[config.mk]
export PLATFORM = sky130hd
export DESIGN_NAME = mux_share_arbiter_flat
export DESIGN_NICKNAME = d
export VERILOG_FILES = /design/src/rtl/mux_share_arbiter_if.sv /design/src/rtl/mux_share_arbiter.sv /design/src/flat_wrapper.sv
export SDC_FILE = /design/constraint.sdc
export NUM_CORES = 1
export LEC_CHECK = 0
export BUFFER_PORTS_ARGS = -buffer_cell sky130_fd_sc_hd__buf_2
export CAP_MARGIN = 10
export CORE_AREA = 2 2 39 41
export DETAILED_ROUTE_END_ITERATION = 16
export DIE_AREA = 0 0 41 43
export PLACE_DENSITY = 0.81
export SLEW_MARGIN = 30
export SYNTH_ARGS = -nofsm -noshare
export SYNTH_HDL_FRONTEND = slang
export SYNTH_SLANG_ARGS = --single-unit
[constraint.sdc]
create_clock -name clk -period 3.55 [get_ports clk]
set_clock_uncertainty 0.05 [all_clocks]
set_input_delay 0.1775 -clock clk [delete_from_list [all_inputs] [get_ports clk]]
set_output_delay 0.1775 -clock clk [all_outputs]
set_load 0.03 [all_outputs]
[src/rtl/mux_share_arbiter_if.sv]
// Bus bundle between two requesters and the shared 2:1 selector arbiter.
// Carries the request levels, both source words, the grants, the mux
// select and the registered mux output with its valid flag.
//   master : requester side (drives req_*/data_*, observes grants and output)
//   slave  : arbiter side (observes req_*/data_*, drives grants and output)
interface mux_share_arbiter_if #(
    parameter int unsigned WIDTH = 4
);
    logic             req_x;
    logic             req_y;
    logic [WIDTH-1:0] data_x;
    logic [WIDTH-1:0] data_y;
    logic             gnt_x;
    logic             gnt_y;
    logic             sel;
    logic [WIDTH-1:0] m_out;
    logic             m_valid;

    modport master (
        output req_x, req_y, data_x, data_y,
        input  gnt_x, gnt_y, sel, m_out, m_valid
    );

    modport slave (
        input  req_x, req_y, data_x, data_y,
        output gnt_x, gnt_y, sel, m_out, m_valid
    );
endinterface

[src/rtl/mux_share_arbiter.sv]
// Arbiter for a shared WIDTH-bit 2:1 selector (M = sel ? Y : X).
// Grants X or Y using round-robin with a bounded hold of HOLD_MAX cycles,
// drives the selector's sel and registers the selected word with a valid flag.
// Ports:
//   clk  : rising-edge clock
//   rst  : synchronous active-high reset
//   bus  : mux_share_arbiter_if.slave (req_x/req_y/data_x/data_y in,
//          gnt_x/gnt_y/sel/m_out/m_valid out, all outputs registered)
// Build option:
//   MUX_ARB_FIXED_PRIO_EN : X wins every tie and is never preempted;
//                           Y is still preempted by X after HOLD_MAX cycles.
module mux_share_arbiter #(
    parameter int unsigned WIDTH    = 4,
    parameter int unsigned HOLD_MAX = 4
) (
    input  logic                 clk,
    input  logic                 rst,
    mux_share_arbiter_if.slave   bus
);
    localparam int unsigned CW = $clog2(HOLD_MAX + 1);
    localparam logic [CW-1:0] HOLD_LAST = CW'(HOLD_MAX - 1);

    typedef enum logic [1:0] {
        IDLE  = 2'd0,
        OWN_X = 2'd1,
        OWN_Y = 2'd2
    } state_t;

    state_t           state;
    state_t           state_next;
    logic [CW-1:0]    cnt;
    logic [CW-1:0]    cnt_next;
    logic             hold_done;
    logic             sel_next;
    logic             gnt_x_q;
    logic             gnt_y_q;
    logic             sel_q;
    logic [WIDTH-1:0] m_out_q;
    logic             m_valid_q;

    assign hold_done = (cnt == HOLD_LAST);

`ifndef MUX_ARB_FIXED_PRIO_EN
    // Round-robin pointer: 1 when Y was granted most recently
    logic last_y;

    always_ff @(posedge clk) begin
        if (rst) begin
            last_y <= 1'b1;
        end else if (state_next == OWN_Y) begin
            last_y <= 1'b1;
        end else if (state_next == OWN_X) begin
            last_y <= 1'b0;
        end
    end
`endif

    // Next-state, hold counter and select decode
    always_comb begin
        state_next = state;
        cnt_next   = cnt;
        sel_next   = sel_q;

        case (state)
            IDLE: begin
                if (bus.req_x && bus.req_y) begin
`ifdef MUX_ARB_FIXED_PRIO_EN
                    state_next = OWN_X;
`else
                    state_next = last_y ? OWN_X : OWN_Y;
`endif
                end else if (bus.req_x) begin
                    state_next = OWN_X;
                end else if (bus.req_y) begin
                    state_next = OWN_Y;
                end
            end
            OWN_X: begin
                if (!bus.req_x) begin
                    state_next = bus.req_y ? OWN_Y : IDLE;
                end
`ifndef MUX_ARB_FIXED_PRIO_EN
                else if (bus.req_y && hold_done) begin
                    state_next = OWN_Y;
                end
`endif
            end
            OWN_Y: begin
                if (!bus.req_y) begin
                    state_next = bus.req_x ? OWN_X : IDLE;
                end else if (bus.req_x && hold_done) begin
                    state_next = OWN_X;
                end
            end
            default: state_next = IDLE;
        endcase

        // Clear on any state change, otherwise count up and saturate
        if (state_next != state) begin
            cnt_next = '0;
        end else if ((state != IDLE) && !hold_done) begin
            cnt_next = cnt + CW'(1);
        end

        // sel keeps its value through IDLE so the mux never glitches
        if (state_next == OWN_X) begin
            sel_next = 1'b0;
        end else if (state_next == OWN_Y) begin
            sel_next = 1'b1;
        end
    end

    // State and output registers; m_out uses the already-registered sel
    always_ff @(posedge clk) begin
        if (rst) begin
            state     <= IDLE;
            cnt       <= '0;
            gnt_x_q   <= 1'b0;
            gnt_y_q   <= 1'b0;
            sel_q     <= 1'b0;
            m_out_q   <= '0;
            m_valid_q <= 1'b0;
        end else begin
            state     <= state_next;
            cnt       <= cnt_next;
            gnt_x_q   <= (state_next == OWN_X);
            gnt_y_q   <= (state_next == OWN_Y);
            sel_q     <= sel_next;
            m_out_q   <= sel_q ? bus.data_y : bus.data_x;
            m_valid_q <= (state != IDLE);
        end
    end

    assign bus.gnt_x   = gnt_x_q;
    assign bus.gnt_y   = gnt_y_q;
    assign bus.sel     = sel_q;
    assign bus.m_out   = m_out_q;
    assign bus.m_valid = m_valid_q;
endmodule

[src/flat_wrapper.sv]
// flat-port wrapper written by rule: the top's interface ports become plain ports
module mux_share_arbiter_flat 
#(
    parameter int unsigned WIDTH    = 4,
    parameter int unsigned HOLD_MAX = 4
)
  (clk, rst, bus_req_x, bus_req_y, bus_data_x, bus_data_y, bus_gnt_x, bus_gnt_y, bus_sel, bus_m_out, bus_m_valid);
  mux_share_arbiter_if #(.WIDTH(WIDTH)) bus_i ();
  input  logic clk;
  input  logic rst;
  input wire logic [$bits(bus_i.req_x)-1:0] bus_req_x;
  input wire logic [$bits(bus_i.req_y)-1:0] bus_req_y;
  input wire logic [$bits(bus_i.data_x)-1:0] bus_data_x;
  input wire logic [$bits(bus_i.data_y)-1:0] bus_data_y;
  output wire logic [$bits(bus_i.gnt_x)-1:0] bus_gnt_x;
  output wire logic [$bits(bus_i.gnt_y)-1:0] bus_gnt_y;
  output wire logic [$bits(bus_i.sel)-1:0] bus_sel;
  output wire logic [$bits(bus_i.m_out)-1:0] bus_m_out;
  output wire logic [$bits(bus_i.m_valid)-1:0] bus_m_valid;
  assign bus_i.req_x = bus_req_x;
  assign bus_i.req_y = bus_req_y;
  assign bus_i.data_x = bus_data_x;
  assign bus_i.data_y = bus_data_y;
  assign bus_gnt_x = bus_i.gnt_x;
  assign bus_gnt_y = bus_i.gnt_y;
  assign bus_sel = bus_i.sel;
  assign bus_m_out = bus_i.m_out;
  assign bus_m_valid = bus_i.m_valid;
  mux_share_arbiter #(.WIDTH(WIDTH), .HOLD_MAX(HOLD_MAX)) u_core (.clk(clk), .rst(rst), .bus(bus_i));
endmodule
# == Word level (Yosys, flattened, before mapping) ==
# Index checks and enable logic that the tools add are counted.
# op_classes
mux,12
eq_ne,6
reduce_logical,10
addsub,1
# op_table
op,count
$mux W2,9
$pmux W2 S3,1
$reduce_or A2 Y1,3
$eq A2 B1 Y1 const B,2
$eq A2 B2 Y1 const B,2
$logic_and A1 B1 Y1,4
$mux W4,1
$add A3 B1 Y3 const B,1
$eq A3 B2 Y1 const B,1
$logic_not A2 Y1,1
$ne A2 B2 Y1,1
$reduce_bool A2 Y1,1
$logic_not A1 Y1,1
$mux W1,1
# word_totals
register_bits,14
in_bits,12
out_inout_bits,8

# == Longest topological paths before layout ==
# Gate-level depths: netlist (run 1).
# logic_depth
word_depth,7
mapped_depth,6
ltp_nobuf,6

# == Least setup slack after synthesis (run 1) ==
# Ideal clock, no wire load.
# synth_timing
path_type,reg2reg
startpoint,register u_core.cnt[0]
endpoint,register u_core.cnt[0]
n_path_buf,0
stages_incl_launch_ff,7
setup_slack_ns,1.990
required_time_ns,3.422
arrival_time_ns,1.433
period_less_slack_ns,1.560
cell_sequence,dfxtp_1 ha_1 ha_1 nand2_4 o211ai_2 a311o_1 nor3_1
# synth_between
elab_chain_cells,7
word_cells_on_any_way,13
cone_classes,1 x add/sub; 2 x eq/ne; 5 x mux; 5 x reduce/logical
# synth_rtl
element,line,source
from (decl),mux_share_arbiter.sv:31,logic [CW-1:0] cnt;
from (signal assigned),mux_share_arbiter.sv:125,cnt <= cnt_next;
$eq A3 B2 Y1,mux_share_arbiter.sv:41,assign hold_done = (cnt == HOLD_LAST);
$logic_and A1 B1 Y1 (on tied branches),"mux_share_arbiter.sv:91, mux_share_arbiter.sv:83",
$mux W2 (on tied branches),"mux_share_arbiter.sv:91, mux_share_arbiter.sv:83",
$mux W2 (on tied branches),"mux_share_arbiter.sv:89, mux_share_arbiter.sv:79",
$pmux W2 S3,mux_share_arbiter.sv:64,case (state)
$ne A2 B2 Y1,mux_share_arbiter.sv:99,if (state_next != state) begin
$reduce_or A2 Y1 (no source line),n/a,
# Parallel ways exist; a longest one is shown, timed or not.
# A chain may end at the register's enable or synchronous reset.

# == Final worst setup path (run 1) ==
# layout_timing
startpoint,register u_core.cnt[0]
endpoint,register u_core.cnt[1]
# The elaborated chain is that of the path after synthesis.

==> impl_metrics.tcl, run 1 <==
set metrics [dict create \
    status "completed" \
    grt_pass1_vias 484 \
    min_path_type "primary input to flip-flop" \
    syn_area_per_cell_sq_um 9.39 \
    vias 538 \
    critPathArrivalTime_ns 1.85 \
    end_kind "flip-flop" \
    start_util_pct 46.8 \
    hold_viol 0 \
    p_total_uw 348 \
    clkSinkCount 14 \
    ctsResizeCount 0 \
    wl_per_cell_microns 11.3 \
    slew_violations 0 \
    worstPathMaxFanout 8 \
    r2r_slack_ns 1.85 \
    layout.cells.non_filler 105 \
    fmax_mhz 588 \
    async_reset_ff_share_pct 0 \
    grt_use_total_pct 15.9 \
    cts_buffers 3 \
    dp_hpwl_microns 906 \
    cp.required_ns 3.70 \
    crit_path_frequent_cell "ha_1" \
    fin_util_pct 56.4 \
    ys_ff_latch 14 \
    wirelength_microns 1190 \
    nFillCells 126 \
    worstMarginPinSlew_ns 0.364 \
    grt_start_max_net_pins 11 \
    vias_per_cell 5.12 \
    ys_types 29 \
    syn_nets 83 \
    cts_root_buffer "clkbuf_4" \
    postCtsSetupRepairBufs 0 \
    insertedDiodeCount 0 \
    grt_pass1_wl_microns 1870 \
    cellLeakagePower_nw 0.365 \
    clock_latency_ns 0.27 \
    setup_viol 0 \
    remaining_drc_errors 0 \
    port_buffers 19 \
    die_w_microns 41 \
    drtPass1Iterations 4 \
    syn_to_final_growth_pct 20.5 \
    die_area_sq_um 1760 \
    ys_warn_count 0 \
    htree_levels 1 \
    io_pins 20 \
    antenna_left 0 \
    core_sq_um 1380 \
    drive_above_1_share_pct 32.6 \
    clockBufferDepth 2 \
    antenna_found_initial 0 \
    max-cap-violations 0 \
    cp-start-kind "flip-flop" \
    dpl.cell_count 101 \
    crit_chain "ha_1 > ha_1 > and2_1 > o32ai_1 > a21oi_1 > nor3_1" \
    rsz0062_at_grt "no" \
    clk_pin_slew_worst_paths_ns 0.08 \
    holdWs_ns 0.0841 \
    slowest_stage "dfxtp_1" \
    ys_top_cells_by_area "dfxtp_1 (43%), mux2i_1 (7.7%), nor2_1 (5.2%)" \
    ys.flop_type "dfxtp_1" \
    setup_tns_ns 0 \
    synth_area_sq_um 648 \
    synthCells 69 \
    gr-total-overflow 0 \
    synth_edf_count 0 \
    ys_seq_area_share_pct 43.2 \
    slew_headroom_pct 75.7 \
    cts_hold_buf 0 \
    min_period_ns 1.70 \
    ir_drop_uv 222 \
    synth_top_area_share_pct 43.2 \
    rows 14 \
    yosysMostFrequentCell "dfxtp_1" \
    fin_nets 104 \
    powerDensity_nw_per_um2 446 \
    gp_congestion 0.772 \
    critPathBufInv 0 \
    yosys.area.top_type "dfxtp_1" \
    critPathMaxStageDelay_ns 0.33 \
    critical-path-top-delay-family "adder cells" \
    tritoncts "built" \
    die_h_microns 43 \
    drt_iter0_drc 10 \
    yosys-top-cells-count "dfxtp_1 (14), nor2_1 (9), inv_1 (6), mux2i_1 (5), nor3_1 (4)" \
    path_class "flip-flop to flip-flop" \
    finalCritPeriodShare_pct 47.9 \
]
-- worst register-to-register path: stages (launching register included) --
cell and delay [ns]:
dfxtp_1 0.33, ha_1 0.19, ha_1 0.28, and2_1 0.21, o32ai_1 0.23, a21oi_1 0.14
nor3_1 0.19
-- path summary, 6_finish.rpt --
path	depth (start not counted)	endpoint	startpoint
worst min register to register	2	u_core.cnt[2]	u_core.cnt[2]
worst max register to register	6	u_core.cnt[1]	u_core.cnt[0]
worst min-delay path	3	u_core.bus.m_out[1]	bus_data_x[1]
worst max-delay path	6	u_core.cnt[1]	u_core.cnt[0]
-- placed cells by master, fill, tap and decap left out, types with 2 or more instances in the layout --
cell / Yosys / final
mux2i_1: 5 / 5
clkbuf_4: 0 / 3
ha_1: 2 / 2
inv_1: 6 / 6
buf_2: 0 / 19
o21ai_0: 2 / 2
dfxtp_1: 14 / 14
a21oi_1: 3 / 3
and2_1: 3 / 3
nor2_1: 9 / 9
nor3_1: 4 / 4
-- sequential cells by signal (all words and copies together), names as in the netlist --
| signal | count |
|---|---|
| u_core.last_y | 1 |
| u_core.state | 2 |
| u_core.bus.m_out | 4 |
| u_core.bus.gnt_y | 1 |
| u_core.bus.sel | 1 |
| u_core.bus.m_valid | 1 |
| u_core.bus.gnt_x | 1 |
| u_core.cnt | 3 |
-- through the flow --
stage / cell area, sq um / setup WS (ns)
floorplan: 648 / 1.99
global placement: 744 / 1.92
detailed placement: 744 / 1.84
CTS: 781 / 1.83
global route: 781 / 1.70
finish: 781 / 1.85
-- cells by family after synthesis --
group	count (synthesis)	share of synthesized area, %
DFF	14	43.2
and+or+nand+nor	22	18.3
adders and majority gates	2	3.86
muxes	5	7.72
buffers and inverters	10	6.95
AOI/OAI and AO/OA	15	18.5
xor gates and xnor gates	1	1.35
-- power breakdown --
| part | switching [mW] | internal (mW) |
|---|---|---|
| Combinational | 0.0362 | 0.0249 |
| Sequential | 0.00867 | 0.167 |
| Clock | 0.0498 | 0.0623 |
| Total | 0.0947 | 0.254 |
-- layer usage --
metal | track usage (%) | part of all wire [%]
met1 | 18.7 | 46
met2 | 23.8 | 48
met3 | 4.71 | 4.9
met4 | 10.0 | 1.2
met5 | 0 | 0
-- area by class of cell --
type	instances	area [sq um]	share of cell area (%)
multi-input combinational	45	323	41.3
sequential	14	280	35.9
timing repair buffer	19	95.1	12.2
clock buffer	4	36.3	4.65
inverter	7	26.3	3.37
tap	16	20.0	2.56
Note: power is estimated with default switching activity, not from simulation.
==> run 2, diff against run 1 <==
--- a/config.mk
+++ b/config.mk
@@ -7,10 +7,10 @@
 export LEC_CHECK = 0
 export BUFFER_PORTS_ARGS = -buffer_cell sky130_fd_sc_hd__buf_2
 export CAP_MARGIN = 10
-export CORE_AREA = 2 2 39 41
+export CORE_MARGIN = 2
+export CORE_UTILIZATION = 43
 export DETAILED_ROUTE_END_ITERATION = 16
-export DIE_AREA = 0 0 41 43
-export PLACE_DENSITY = 0.81
+export PLACE_DENSITY = 0.77
 export SLEW_MARGIN = 30
 export SYNTH_ARGS = -nofsm -noshare
 export SYNTH_HDL_FRONTEND = slang
==> constraint.sdc (replaced) <==
create_clock -name clk -period 1.5 [get_ports clk]
set_clock_uncertainty 0.05 [all_clocks]
set_input_delay 0.075 -clock clk [delete_from_list [all_inputs] [get_ports clk]]
set_output_delay 0.075 -clock clk [all_outputs]
set_load 0.03 [all_outputs]
==> run 2 against run 1 <==
Global-route usage is 2.5 points higher; cell area is 21% higher; critical endpoint is now u_core.state[1]; utilization rose by 8.4 points.
==> impl_metrics.tcl, run 2 (synthesis results as in run 1) <==
set metrics [dict create \
    clockBufferDepth 2 \
    crit_path_frequent_cell "ha_4" \
    seqCellArea_sq_um 284 \
    grt_start_max_net_pins 11 \
    cp.required_ns 1.62 \
    min_path_type "primary input to flip-flop" \
    worstPathMaxFanout 7 \
    clock_latency_ns 0.28 \
    nFillCells 135 \
    hold_start "bus_data_x[3]" \
    hold_path_depth 3 \
    crit_chain "ha_4 > ha_4 > o21a_1 > o221ai_2 > buf_4 > nor2_1" \
    grt.met2_usage_pct 32.7 \
    met3_usage_pct 8.09 \
    drive_above_1_share_pct 46.9 \
    die_w_microns 42.8 \
    worstMarginPinSlew_ns 0.415 \
    final_cell_mix "buf_2 (19), dfxtp_1 (11), nor2_1 (9)" \
    path_class "flip-flop to flip-flop" \
    slowest_stage "dfxtp_2" \
    wirelength_microns 1440 \
    drt_iter0_drc 4 \
    gr-total-overflow 0 \
    holdWs_ns 0.0445 \
    largest_reg_flops 4 \
    min_period_ns 1.48 \
    grt_use_met1_pct 18.2 \
    gr-max-usage-layer "met2" \
    antenna_left 0 \
    drtPass1Iterations 4 \
    r2r_start "u_core.cnt[0]" \
    syn_to_final_growth_pct 45.4 \
    start_util_pct 44.6 \
    reg2regPathDepth 6 \
    critPathBufInv 1 \
    tritoncts "built" \
    port_buffers 19 \
    vias 612 \
    grt_pass1_wl_microns 2460 \
    slew_violations 0 \
    fmax_mhz 674 \
    status "completed" \
    slew_headroom_pct 72.3 \
    r2r-end "u_core.state[1]" \
    die_area_sq_um 1830 \
    dp_hpwl_microns 932 \
    wl_per_cell_microns 12.6 \
    critPathArrivalTime_ns 1.61 \
    cp-startpoint "u_core.cnt[0]" \
    rsz0062_at_grt "yes" \
    cp-start-kind "flip-flop" \
    antenna_found_initial 0 \
    clkSinkCount 14 \
    setup_viol 0 \
    io_pins 20 \
    critPathMaxStageDelay_ns 0.34 \
    grt_use_total_pct 18.3 \
    grt_pass1_vias 589 \
    clk_pin_slew_worst_paths_ns 0.08 \
    gp_congestion 0.855 \
    setup_tns_ns 0 \
    hold_viol 0 \
    die_h_microns 42.8 \
    powerDensity_nw_per_um2 923 \
    multi_input_area_sq_um 394 \
    r2r_slack_ns 0.02 \
    vias_per_cell 5.37 \
    finalCritPeriodShare_pct 98.9 \
    remaining_drc_errors 0 \
    end_kind "flip-flop" \
    final_common_cell "buf_2" \
    fin_nets 113 \
    insertedDiodeCount 0 \
    p_total_uw 870 \
    max-cap-violations 0 \
    cts_root_buffer "clkbuf_4" \
    rows 14 \
    core_sq_um 1450 \
    cts_buffers 3 \
    ir_drop_uv 935 \
    endpoint "u_core.state[1]" \
    htree_levels 1 \
    cellLeakagePower_nw 0.415 \
    cp.depth 6 \
    critical-path-top-delay-family "compound AO/OA/AOI/OAI gates" \
]
[run 2: cell types whose count changed in the layout (fill, tap and decap cells not counted), moves of 3 or more]
cell,previous run,this run
dlygate4sd3_1,0,6
and2_1,3,0
and2_4,0,3
dfxtp_1,14,11
dfxtp_2,0,3
[run 2: per-stage QoR]
step	area (sq um)	cells	setup WS (ns)	utilization [%]
floorplan	651	69	0.00766	-
detailed placement	762	103	-0.0826	52.4
finish	942	114	0.0164	64.8
CTS	897	113	0.00458	61.7
global placement	762	103	-0.0437	52.4
global route	942	114	-0.0367	64.8
[run 2: what timing repair did]
item / 4_1_cts / 5_1_grt
resized for setup: 8 / 11
hold endpoints to repair: 3 / 0
pin swaps: 9 / 11
setup endpoints to repair: 7 / 10
buffers inserted: 0 / 1
hold buffers: 6 / 0
[run 2: how the worst min path moves through the flow]
stage                     endpoint
2_1_floorplan  u_core.bus.m_out[0]
3_3_place_gp   u_core.bus.m_out[1]
3_5_place_dp   u_core.bus.m_out[2]
4_1_cts        u_core.bus.m_out[3]
5_1_grt        u_core.bus.m_out[3]
6_report       u_core.bus.m_out[3]
[run 2: cell type report]
class | instances | share of cell area [%]
clock buffers | 4 | 3.85
inverters | 7 | 2.79
multi-input cells | 45 | 41.8
flip-flops and latches | 14 | 30.1
well taps | 16 | 2.12
repair buffers | 28 | 19.3
[run 2: power breakdown]
group | internal [mW] | switching (mW) | total [mW]
clock | 0.148 | 0.116 | 0.263
combinational | 0.0867 | 0.101 | 0.188
sequential | 0.395 | 0.0234 | 0.419
total | 0.629 | 0.240 | 0.870
[run 2: worst min-delay path, stage by stage]
cell     delay, ns
buf_2         0.07
mux2i_1       0.05
nor2_1        0.12
[run 2: per-layer routing]
layer	share of wire [%]	up-vias
met4	3.3	0
met5	0	-
li1	-	297
met3	4.4	6
met2	53	17
met1	39	292
